## src/rtl/ir_scan_sequencer_if.sv

```systemverilog
// Block-memory write port: request/grant handshake carrying one 16-bit word per grant.
interface ir_scan_sequencer_if;
  logic        mem_req;
  logic        mem_gnt;
  logic        mem_we;
  logic [23:0] mem_addr;
  logic [15:0] mem_data;

  modport master (output mem_req, mem_we, mem_addr, mem_data, input mem_gnt);
  modport slave  (input mem_req, mem_we, mem_addr, mem_data, output mem_gnt);
endinterface

```

## src/rtl/ir_scan_sequencer.sv

```systemverilog
// Servo sweep controller: per column it moves, settles, triggers a capture of 8 temperatures
// and writes them to block memory through a request/grant port.
module ir_scan_sequencer #(
  parameter logic [15:0] ANGLE_MIN      = 16'd0,
  parameter logic [15:0] ANGLE_MAX      = 16'd180,
  parameter logic [15:0] ANGLE_STEP     = 16'd15,
  parameter logic [23:0] SETTLE_CYCLES  = 24'd2_500_000,
  parameter logic [23:0] TIMEOUT_CYCLES = 24'd5_000_000,
  parameter logic [23:0] FRAME_BASE     = 24'h003000
) (
  input  logic                       clock,
  input  logic                       reset,
  input  logic                       start,
  input  logic                       stop,
  output logic [15:0]                servo_angle,
  output logic                       temps_en,
  input  logic                       temps_valid,
  input  logic [127:0]               temps_in,
  ir_scan_sequencer_if.master        mem,
  output logic                       busy,
  output logic                       done,
  output logic                       error,
  output logic [7:0]                 column
);

  typedef enum logic [2:0] {
    S_IDLE, S_MOVE, S_SETTLE, S_TRIGGER, S_WAIT_VALID, S_WRITE, S_NEXT, S_DONE
  } state_e;

  state_e       state_q, state_d;
  logic [15:0]  angle_q, angle_d;
  logic [15:0]  servo_q, servo_d;
  logic [7:0]   column_q, column_d;
  logic [23:0]  cnt_q, cnt_d;
  logic [2:0]   pix_q, pix_d;
  logic [127:0] buf_q, buf_d;
  logic         stop_q, stop_d;
  logic         error_q, error_d;
  logic         temps_en_q, temps_en_d;
  logic         valid_prev_q;

  logic         valid_rise;
  logic [16:0]  next_angle;
  logic         req;

  assign valid_rise = temps_valid & ~valid_prev_q;
  // 17-bit sum so a step past 16'hFFFF still compares as larger than ANGLE_MAX.
  assign next_angle = {1'b0, angle_q} + {1'b0, ANGLE_STEP};

  // NOTE: every output of this block gets a default before the case, so no path leaves a
  // signal unassigned and no latch is inferred.
  always_comb begin
    state_d    = state_q;
    angle_d    = angle_q;
    servo_d    = servo_q;
    column_d   = column_q;
    cnt_d      = cnt_q;
    pix_d      = pix_q;
    buf_d      = buf_q;
    stop_d     = stop_q;
    error_d    = error_q;
    temps_en_d = temps_en_q;
    req        = 1'b0;
    done       = 1'b0;

    if (state_q != S_IDLE && stop) stop_d = 1'b1;

    case (state_q)
      S_IDLE: begin
        if (start) begin
          state_d = S_MOVE;
          error_d = 1'b0;
          stop_d  = stop;
        end
      end
      S_MOVE: begin
        servo_d = angle_q;
        cnt_d   = '0;
        state_d = S_SETTLE;
      end
      S_SETTLE: begin
        if (cnt_q + 24'd1 >= SETTLE_CYCLES) state_d = S_TRIGGER;
        else                                cnt_d   = cnt_q + 24'd1;
      end
      S_TRIGGER: begin
        temps_en_d = 1'b1;
        cnt_d      = '0;
        state_d    = S_WAIT_VALID;
      end
      S_WAIT_VALID: begin
        if (valid_rise) begin
          buf_d      = temps_in;
          temps_en_d = 1'b0;
          pix_d      = '0;
          state_d    = S_WRITE;
        end else if (cnt_q + 24'd1 >= TIMEOUT_CYCLES) begin
          error_d    = 1'b1;
          temps_en_d = 1'b0;
          state_d    = S_DONE;
        end else begin
          cnt_d = cnt_q + 24'd1;
        end
      end
      S_WRITE: begin
        req = 1'b1;
        if (mem.mem_gnt) begin
          if (pix_q == 3'd7) state_d = S_NEXT;
          else               pix_d   = pix_q + 3'd1;
        end
      end
      S_NEXT: begin
        if (stop_q || next_angle > {1'b0, ANGLE_MAX}) begin
          state_d = S_DONE;
        end else begin
          angle_d  = next_angle[15:0];
          column_d = column_q + 8'd1;
          state_d  = S_MOVE;
        end
      end
      S_DONE: begin
        done     = 1'b1;
        column_d = '0;
        angle_d  = ANGLE_MIN;
        stop_d   = 1'b0;
        state_d  = S_IDLE;
      end
      default: state_d = S_IDLE;
    endcase
  end

  // NOTE: sequential state is updated with non-blocking assignments so every flop samples
  // the pre-edge value of every other flop.
  always_ff @(posedge clock) begin
    if (reset) begin
      state_q      <= S_IDLE;
      angle_q      <= ANGLE_MIN;
      servo_q      <= ANGLE_MIN;
      column_q     <= '0;
      cnt_q        <= '0;
      pix_q        <= '0;
      stop_q       <= 1'b0;
      error_q      <= 1'b0;
      temps_en_q   <= 1'b0;
      valid_prev_q <= 1'b0;
    end else begin
      state_q      <= state_d;
      angle_q      <= angle_d;
      servo_q      <= servo_d;
      column_q     <= column_d;
      cnt_q        <= cnt_d;
      pix_q        <= pix_d;
      stop_q       <= stop_d;
      error_q      <= error_d;
      temps_en_q   <= temps_en_d;
      valid_prev_q <= temps_valid;
    end
  end

  // NOTE: the capture buffer is data-only storage, always overwritten before it is read,
  // so it is deliberately left out of reset.
  always_ff @(posedge clock) begin
    buf_q <= buf_d;
  end

  assign mem.mem_req  = req;
  assign mem.mem_we   = req;
  assign mem.mem_addr = req ? FRAME_BASE + {13'd0, column_q, pix_q} : 24'd0;
  assign mem.mem_data = req ? buf_q[{pix_q, 4'b0000} +: 16] : 16'd0;

  assign servo_angle = servo_q;
  assign temps_en    = temps_en_q;
  assign busy        = (state_q != S_IDLE);
  assign error       = error_q;
  assign column      = column_q;

endmodule

```

## src/flat_wrapper.sv

```systemverilog
// flat-port wrapper written by rule: the top's interface ports become plain ports
module ir_scan_sequencer_flat 
#(
  parameter logic [15:0] ANGLE_MIN      = 16'd0,
  parameter logic [15:0] ANGLE_MAX      = 16'd180,
  parameter logic [15:0] ANGLE_STEP     = 16'd15,
  parameter logic [23:0] SETTLE_CYCLES  = 24'd2_500_000,
  parameter logic [23:0] TIMEOUT_CYCLES = 24'd5_000_000,
  parameter logic [23:0] FRAME_BASE     = 24'h003000
)
  (clock, reset, start, stop, servo_angle, temps_en, temps_valid, temps_in, busy, done, error, column, mem_mem_req, mem_mem_we, mem_mem_addr, mem_mem_data, mem_mem_gnt);
  ir_scan_sequencer_if mem_i ();
  input  logic clock;
  input  logic reset;
  input  logic start;
  input  logic stop;
  output logic [15:0] servo_angle;
  output logic temps_en;
  input  logic temps_valid;
  input  logic [127:0] temps_in;
  output logic busy;
  output logic done;
  output logic error;
  output logic [7:0] column;
  output wire logic [$bits(mem_i.mem_req)-1:0] mem_mem_req;
  output wire logic [$bits(mem_i.mem_we)-1:0] mem_mem_we;
  output wire logic [$bits(mem_i.mem_addr)-1:0] mem_mem_addr;
  output wire logic [$bits(mem_i.mem_data)-1:0] mem_mem_data;
  input wire logic [$bits(mem_i.mem_gnt)-1:0] mem_mem_gnt;
  assign mem_mem_req = mem_i.mem_req;
  assign mem_mem_we = mem_i.mem_we;
  assign mem_mem_addr = mem_i.mem_addr;
  assign mem_mem_data = mem_i.mem_data;
  assign mem_i.mem_gnt = mem_mem_gnt;
  ir_scan_sequencer #(.ANGLE_MIN(ANGLE_MIN), .ANGLE_MAX(ANGLE_MAX), .ANGLE_STEP(ANGLE_STEP), .SETTLE_CYCLES(SETTLE_CYCLES), .TIMEOUT_CYCLES(TIMEOUT_CYCLES), .FRAME_BASE(FRAME_BASE)) u_core (.clock(clock), .reset(reset), .start(start), .stop(stop), .servo_angle(servo_angle), .temps_en(temps_en), .temps_valid(temps_valid), .temps_in(temps_in), .mem(mem_i), .busy(busy), .done(done), .error(error), .column(column));
endmodule
```

## config.mk

```make
export PLATFORM = sky130hd
export DESIGN_NAME = ir_scan_sequencer_flat
export DESIGN_NICKNAME = d
export VERILOG_FILES = /design/src/rtl/ir_scan_sequencer_if.sv /design/src/rtl/ir_scan_sequencer.sv /design/src/flat_wrapper.sv
export SDC_FILE = /design/constraint.sdc
export NUM_CORES = 1
export LEC_CHECK = 0
export ABC_AREA = 1
export CORE_MARGIN = 2
export CORE_UTILIZATION = 50
export CTS_CLUSTER_SIZE = 8
export DETAILED_ROUTE_END_ITERATION = 8
export DONT_BUFFER_PORTS = 1
export MAX_ROUTING_LAYER = met4
export PLACE_DENSITY_LB_ADDON = 0.2
export SLEW_MARGIN = 20
export SYNTH_ARGS = -nofsm -noshare
export SYNTH_HDL_FRONTEND = slang
export SYNTH_SLANG_ARGS = --single-unit
```

## constraint.sdc

```tcl
create_clock -name clock -period 10.8 [get_ports clock]
set_input_delay 2.16 -clock clock [delete_from_list [all_inputs] [get_ports clock]]
set_output_delay 2.16 -clock clock [all_outputs]
set_load 0.02 [all_outputs]
```

## Word-level counts from Yosys, hierarchy flattened

Index checks and enable logic that the tools add are counted.

- Add/subtract/negate cells: 5
- $lt $le $gt $ge: 3
- Eq/ne operators: 20
- Shifts and indexed selects: 1
- Muxes and demuxes: 34
- Bitwise operators: 2
- Reduce and logical (&&, ||, !) cells: 17

Operators by type and width:

| kind | count |
|---|---|
| $shiftx A128 B8 Y16 | 1 |
| $mux W24 | 4 |
| $pmux W24 S3 | 1 |
| $mux W16 | 2 |
| $pmux W16 S2 | 1 |
| $mux W3 | 10 |
| $add A24 B1 Y24 const B | 1 |
| $ge A24 B22 Y1 const B | 1 |
| $ge A24 B23 Y1 const B | 1 |
| $pmux W3 S8 | 1 |
| $add A16 B4 Y17 const B | 1 |
| $gt A17 B8 Y1 const B | 1 |
| $pmux W8 S2 | 1 |
| $add A14 B11 Y15 const A | 1 |
| $eq A3 B3 Y1 const B | 5 |
| $ne A2 B2 Y1 const B | 7 |
| $reduce_and A4 Y1 | 3 |
| $mux W1 | 9 |
| $add A8 B1 Y8 const B | 1 |
| $mux W8 | 1 |
| $ne A2 B1 Y1 const B | 4 |
| $reduce_bool A2 Y1 | 4 |
| $eq A3 B2 Y1 const B | 2 |
| $pmux W1 S2 | 3 |
| 13 further kinds | 16 |

- Bits in registers: 202
- Input port bits: 134
- Output and inout port bits: 70
- Logic and storage cells: 93

## Depth between registers and ports, before layout

- Word-level depth: 5
- Mapped depth: 19
- Gate-level depth less buffers: 19

## Least setup slack after synthesis

Ideal clock, no wire load.

- Kind: input -> register
- Start: in temps_valid
- End: reg u_core.cnt_q[21]
- Setup time: 113 ps
- Data arrival time: 8,515 ps
- Data required time: 10,687 ps
- Path slack: 2,172 ps
- Cell stages on the path: 11
- Path buffers: 0
- Cells stage by stage: inv_1 nor2_1 inv_1 nor2_1 inv_1 nand2_1 inv_1 nand3_2 nand2_1 nand2_1 nor2_1

- Longest elaborated chain between the ends: 3

RTL lines:

| what | RTL line | source |
|---|---|---|
| start, declared | flat_wrapper.sv:19 | `input logic temps_valid;` |
| $and A1 B1 Y1 | ir_scan_sequencer.sv:46 | `assign valid_rise = temps_valid & ~valid_prev_q;` |
| $ne A2 B2 Y1 (no source line) | -- |  |
| $reduce_and A4 Y1 (no source line) | -- |  |
| end signal, assigned | ir_scan_sequencer.sv:150 | `cnt_q <= cnt_d;` |
| end, declared | ir_scan_sequencer.sv:34 | `logic [23:0] cnt_q, cnt_d;` |

Every way passes these cells.
A chain may end at the register's enable or synchronous reset.

## Final worst setup path

- Start: reg u_core.state_q[0]
- End: out mem_mem_data[3]

- Longest elaborated chain between the ends: 3

RTL lines:

| what | RTL line | source |
|---|---|---|
| start, declared | ir_scan_sequencer.sv:30 | `state_e state_q, state_d;` |
| start signal, assigned | ir_scan_sequencer.sv:146 | `state_q <= state_d;` |
| $eq A3 B3 Y1 | ir_scan_sequencer.sv:68 | `case (state_q)` |
| $mux W1 | ir_scan_sequencer.sv:68 |  |
| $mux W16 | ir_scan_sequencer.sv:168 | `assign mem.mem_data = req ? buf_q[{pix_q, 4'b0000} +: 16] : 16'd0;` |
| end, declared | flat_wrapper.sv:28 | `output wire logic [$bits(mem_i.mem_data)-1:0] mem_mem_data;` |

Every way passes these cells.

==> results.md <==
- GR Overflow Total: 0
- Post-synth ARST share: 0%
- Post-CTS Resized: 0
- Root Driver: clkbuf_16
- Die Span Y: approximately 140 um
- # setup viols final: 0
- Status: finished, final reports clean
- Synth unique cells: 39
- Worst R2R End: u_core.cnt_q[9]$_SDFFE_PP0P_
- Slowest stage cell, crit path: nor2_2
- Crit path cell chain: nand2_1 -> nor2_4 -> inv_1 -> nor2_2 -> nand2_1 -> nand2_1
- Layout Nets: 1225
- Die width: around 140 um
- Max-Cap Viols: 0
- Number of global-route vias before repair: 6885
- Post-synth top flop: edfxtp_1
- Synth top area share: between 30 and 40%
- R2r startpoint: u_core.cnt_q[1]$_SDFFE_PP0P_
- Post-synthesis cell count: around 1100
- Critical path capture point type: primary output
- Crit Path Max Fanout: 25
- Syn_area_per_cell: just under 9 sq um
- Core Area: about 19000 sq um
- Final wirelength: roughly 23000 um
- Worst Setup Path Type: reg -> out
- Max incr delay on CP: a little over 0.9 ns
- Worst relative slew slack: 26.5%
- Clock sink total: between 200 and 250
- Hold Startpoint: u_core.stop_q$_SDFF_PP0_
- Initial Utilization: 51.3%
- Worst EP arrival: between 3 and 4 ns
- EDFF count, synth: approximately 130
- Row count: 50
- Reg2Reg Depth: 18
- P per Cell Area: between 200 and 250 nW/um^2
- Hpwl dp: around 16000 um
- Sequential fraction of the synthesis area: ~55%
- Most used cell, CP: nand2_1
- Share of layout cells above drive strength 1: roughly a tenth
- Hold Crit Class: reg -> reg
- Post-route ant nets: 0
- Final TNS setup: 0 ns
- CTS tree: built
- TritonCTS buffer count: 29
- Flops & latches, synth: about 200
- WHS Path Cells: 2
- P&R area growth vs syn: 9.58%
- Slew Viols, Final: 0
- Leak: about 4 nW
- First-pass GRT wire length: 36400 um
- Clk_lat worst skew: around 0.53 ns
- Final Wtd Congestion: between 0.8 and 0.9
- CP startpoint kind: flip-flop
- Fmax achieved: around 170 MHz
- Tmin final: approximately 5.9 ns
- Final design utilization: approximately 56%
- DIE AREA: ~20000 sq um
- Fin crit share: approximately 54%
- Post-Syn Area: between 9000 and 10000 sq um
- # IOs: 204
- Post-synth top area cell: edfxtp_1
- GRT Util Overall: a little under a quarter
- Post-synth top cells: nand2_1, nor2_1, edfxtp_1, o21ai_0, inv_1
- Max VDD drop: 0.168 mV
- Via count of the routed design: between 7000 and 8000
- Most area-consuming cells after synthesis: edfxtp_1, dfxtp_1, nand2_1
- Warnings, synthesis: 0
- Antenna violations before repair: 4
- Clock Skews: 0.0145 ns
- Wire per inst: roughly 17 um
- Post-CTS Hold Fix Bufs: 0
- Residual DRC: 0
- Slew @ Worst Pin: about 1.1 ns
- Reg2Reg Setup Slack: around 7.6 ns
- Critical Path RT: 8.64 ns
- RSZ-0062 raised after global routing: false
- Largest net degree at the start of global routing: 78
- Count leader, synth: nand2_1
- Fin. Hold Viols: 0
- Htree depth: 1
- PortBufs: 0
- DR iter-0 viols: 495
- Post-CTS setup buffers: 0
- Max clock buf depth: 3
- Vias per cell: between 5 and 6
- Clk slew on worst S/H paths: 0.05 ns
- Worst Hold Endpoint: u_core.stop_q$_SDFF_PP0_
- First-pass iteration count of the detailed router: 5
[power breakdown]
part	internal (W)	switching, W
clock	0.000500	0.000315
combinational	0.000181	0.000388
sequential	0.000904	0.0000932
total	0.00158	0.000796
[logic make-up after synthesis]
family | after synthesis | synth area share, %
AO/OA/AOI/OAI | 199 | 11.0
XOR/XNOR | 16 | 1.45
adder cells (fa/ha/maj) | 6 | 0.777
buffers and inverters | 164 | 7.33
flip-flops | 202 | 55.1
other | 1 | 0.0388
AND/OR/NAND/NOR | 513 | 24.3
[worst max path at each step]
stage	cells past startpoint	to	slack [ns]	start
floorplan	11	u_core.cnt_q[21]$_SDFFE_PP0P_	2.17	temps_valid
global placement	6	mem_mem_data[3]	5.52	u_core.state_q[0]$_SDFFE_PP0P_
detailed placement	6	mem_mem_data[3]	5.45	u_core.state_q[0]$_SDFFE_PP0P_
finish	6	mem_mem_data[3]	4.94	u_core.state_q[0]$_SDFFE_PP0P_
global route	6	mem_mem_data[6]	4.70	u_core.state_q[0]$_SDFFE_PP0P_
CTS	6	mem_mem_data[3]	4.87	u_core.state_q[0]$_SDFFE_PP0P_
[critical path, delay by kind of cell (launching register included)]
kind / cells / cell delay, ns
buffers and inverters: 1 / 0.46
DFF: 1 / 0.44
and+or+nand+nor: 5 / 2.23
[sequential cells by signal, summed over array words and instances (netlist names)]
name                 flops
u_core.cnt_q            24
u_core.state_q           3
u_core.column            8
u_core.buf_q           128
u_core.pix_q             3
u_core.stop_q            1
u_core.servo_angle      16
u_core.error             1
u_core.angle_q          16
u_core.valid_prev_q      1
u_core.temps_en          1
[area by class of cell]
| cell class | count | area [sq um] |
|---|---|---|
| Antenna cell | 4 | 10.0 |
| Clock buffer | 48 | 807 |
| Clock inverter | 2 | 13.8 |
| Fill cell | 1703 | 8240 |
| Inverter | 102 | 384 |
| Multi-Input combinational cell | 745 | 3690 |
| Sequential cell | 202 | 5330 |
| Tap cell | 260 | 325 |
| Timing Repair Buffer | 5 | 37.5 |
[layout by cell type, fill, tap and decap left out, drive strengths merged]
cell and n:
a211oi 3, clkinv 3, xor2 13, nor3 9
buf 5, o22ai 32, nand3b 6, nand2 220
a21oi 58, inv 101, nor2 185, diode 4
nand3 77, nand4 12, conb 11, o21bai 1
edfxtp 128, dfxtp 74, or2 4, clkbuf 48
o211a 1, ha 6, o2111ai 1, a31oi 2
o21ai 101, xnor2 3
[routing by layer]
layer | part of all wire [%] | up-vias | routed length, um | global-route usage [%]
li1 | - | 3632 | - | -
met1 | 43 | 3280 | 10200 | 29.9
met2 | 46 | 263 | 10700 | 36.8
met3 | 8.1 | 45 | 1890 | 6.41
met4 | 2.6 | 0 | 602 | 8.29
met5 | 0 | - | 0 | -
[metrics by stage]
step / cell area, sq um / std cells / setup WS [ns] / hold WS [ns] / total power (W)
2_1_floorplan: 9700 / 1111 / 2.17 / 0.439 / 0.00148
3_5_place_dp: 9760 / 1314 / 5.45 / 0.462 / 0.00158
3_3_place_gp: 9760 / 1314 / 5.52 / 0.454 / 0.00157
4_1_cts: 10600 / 1364 / 4.87 / 0.471 / 0.00240
5_1_grt: 10600 / 1368 / 4.70 / 0.500 / 0.00253
6_report: 10600 / 1368 / 4.94 / 0.469 / 0.00238
Power figures use the tool's default switching activity.
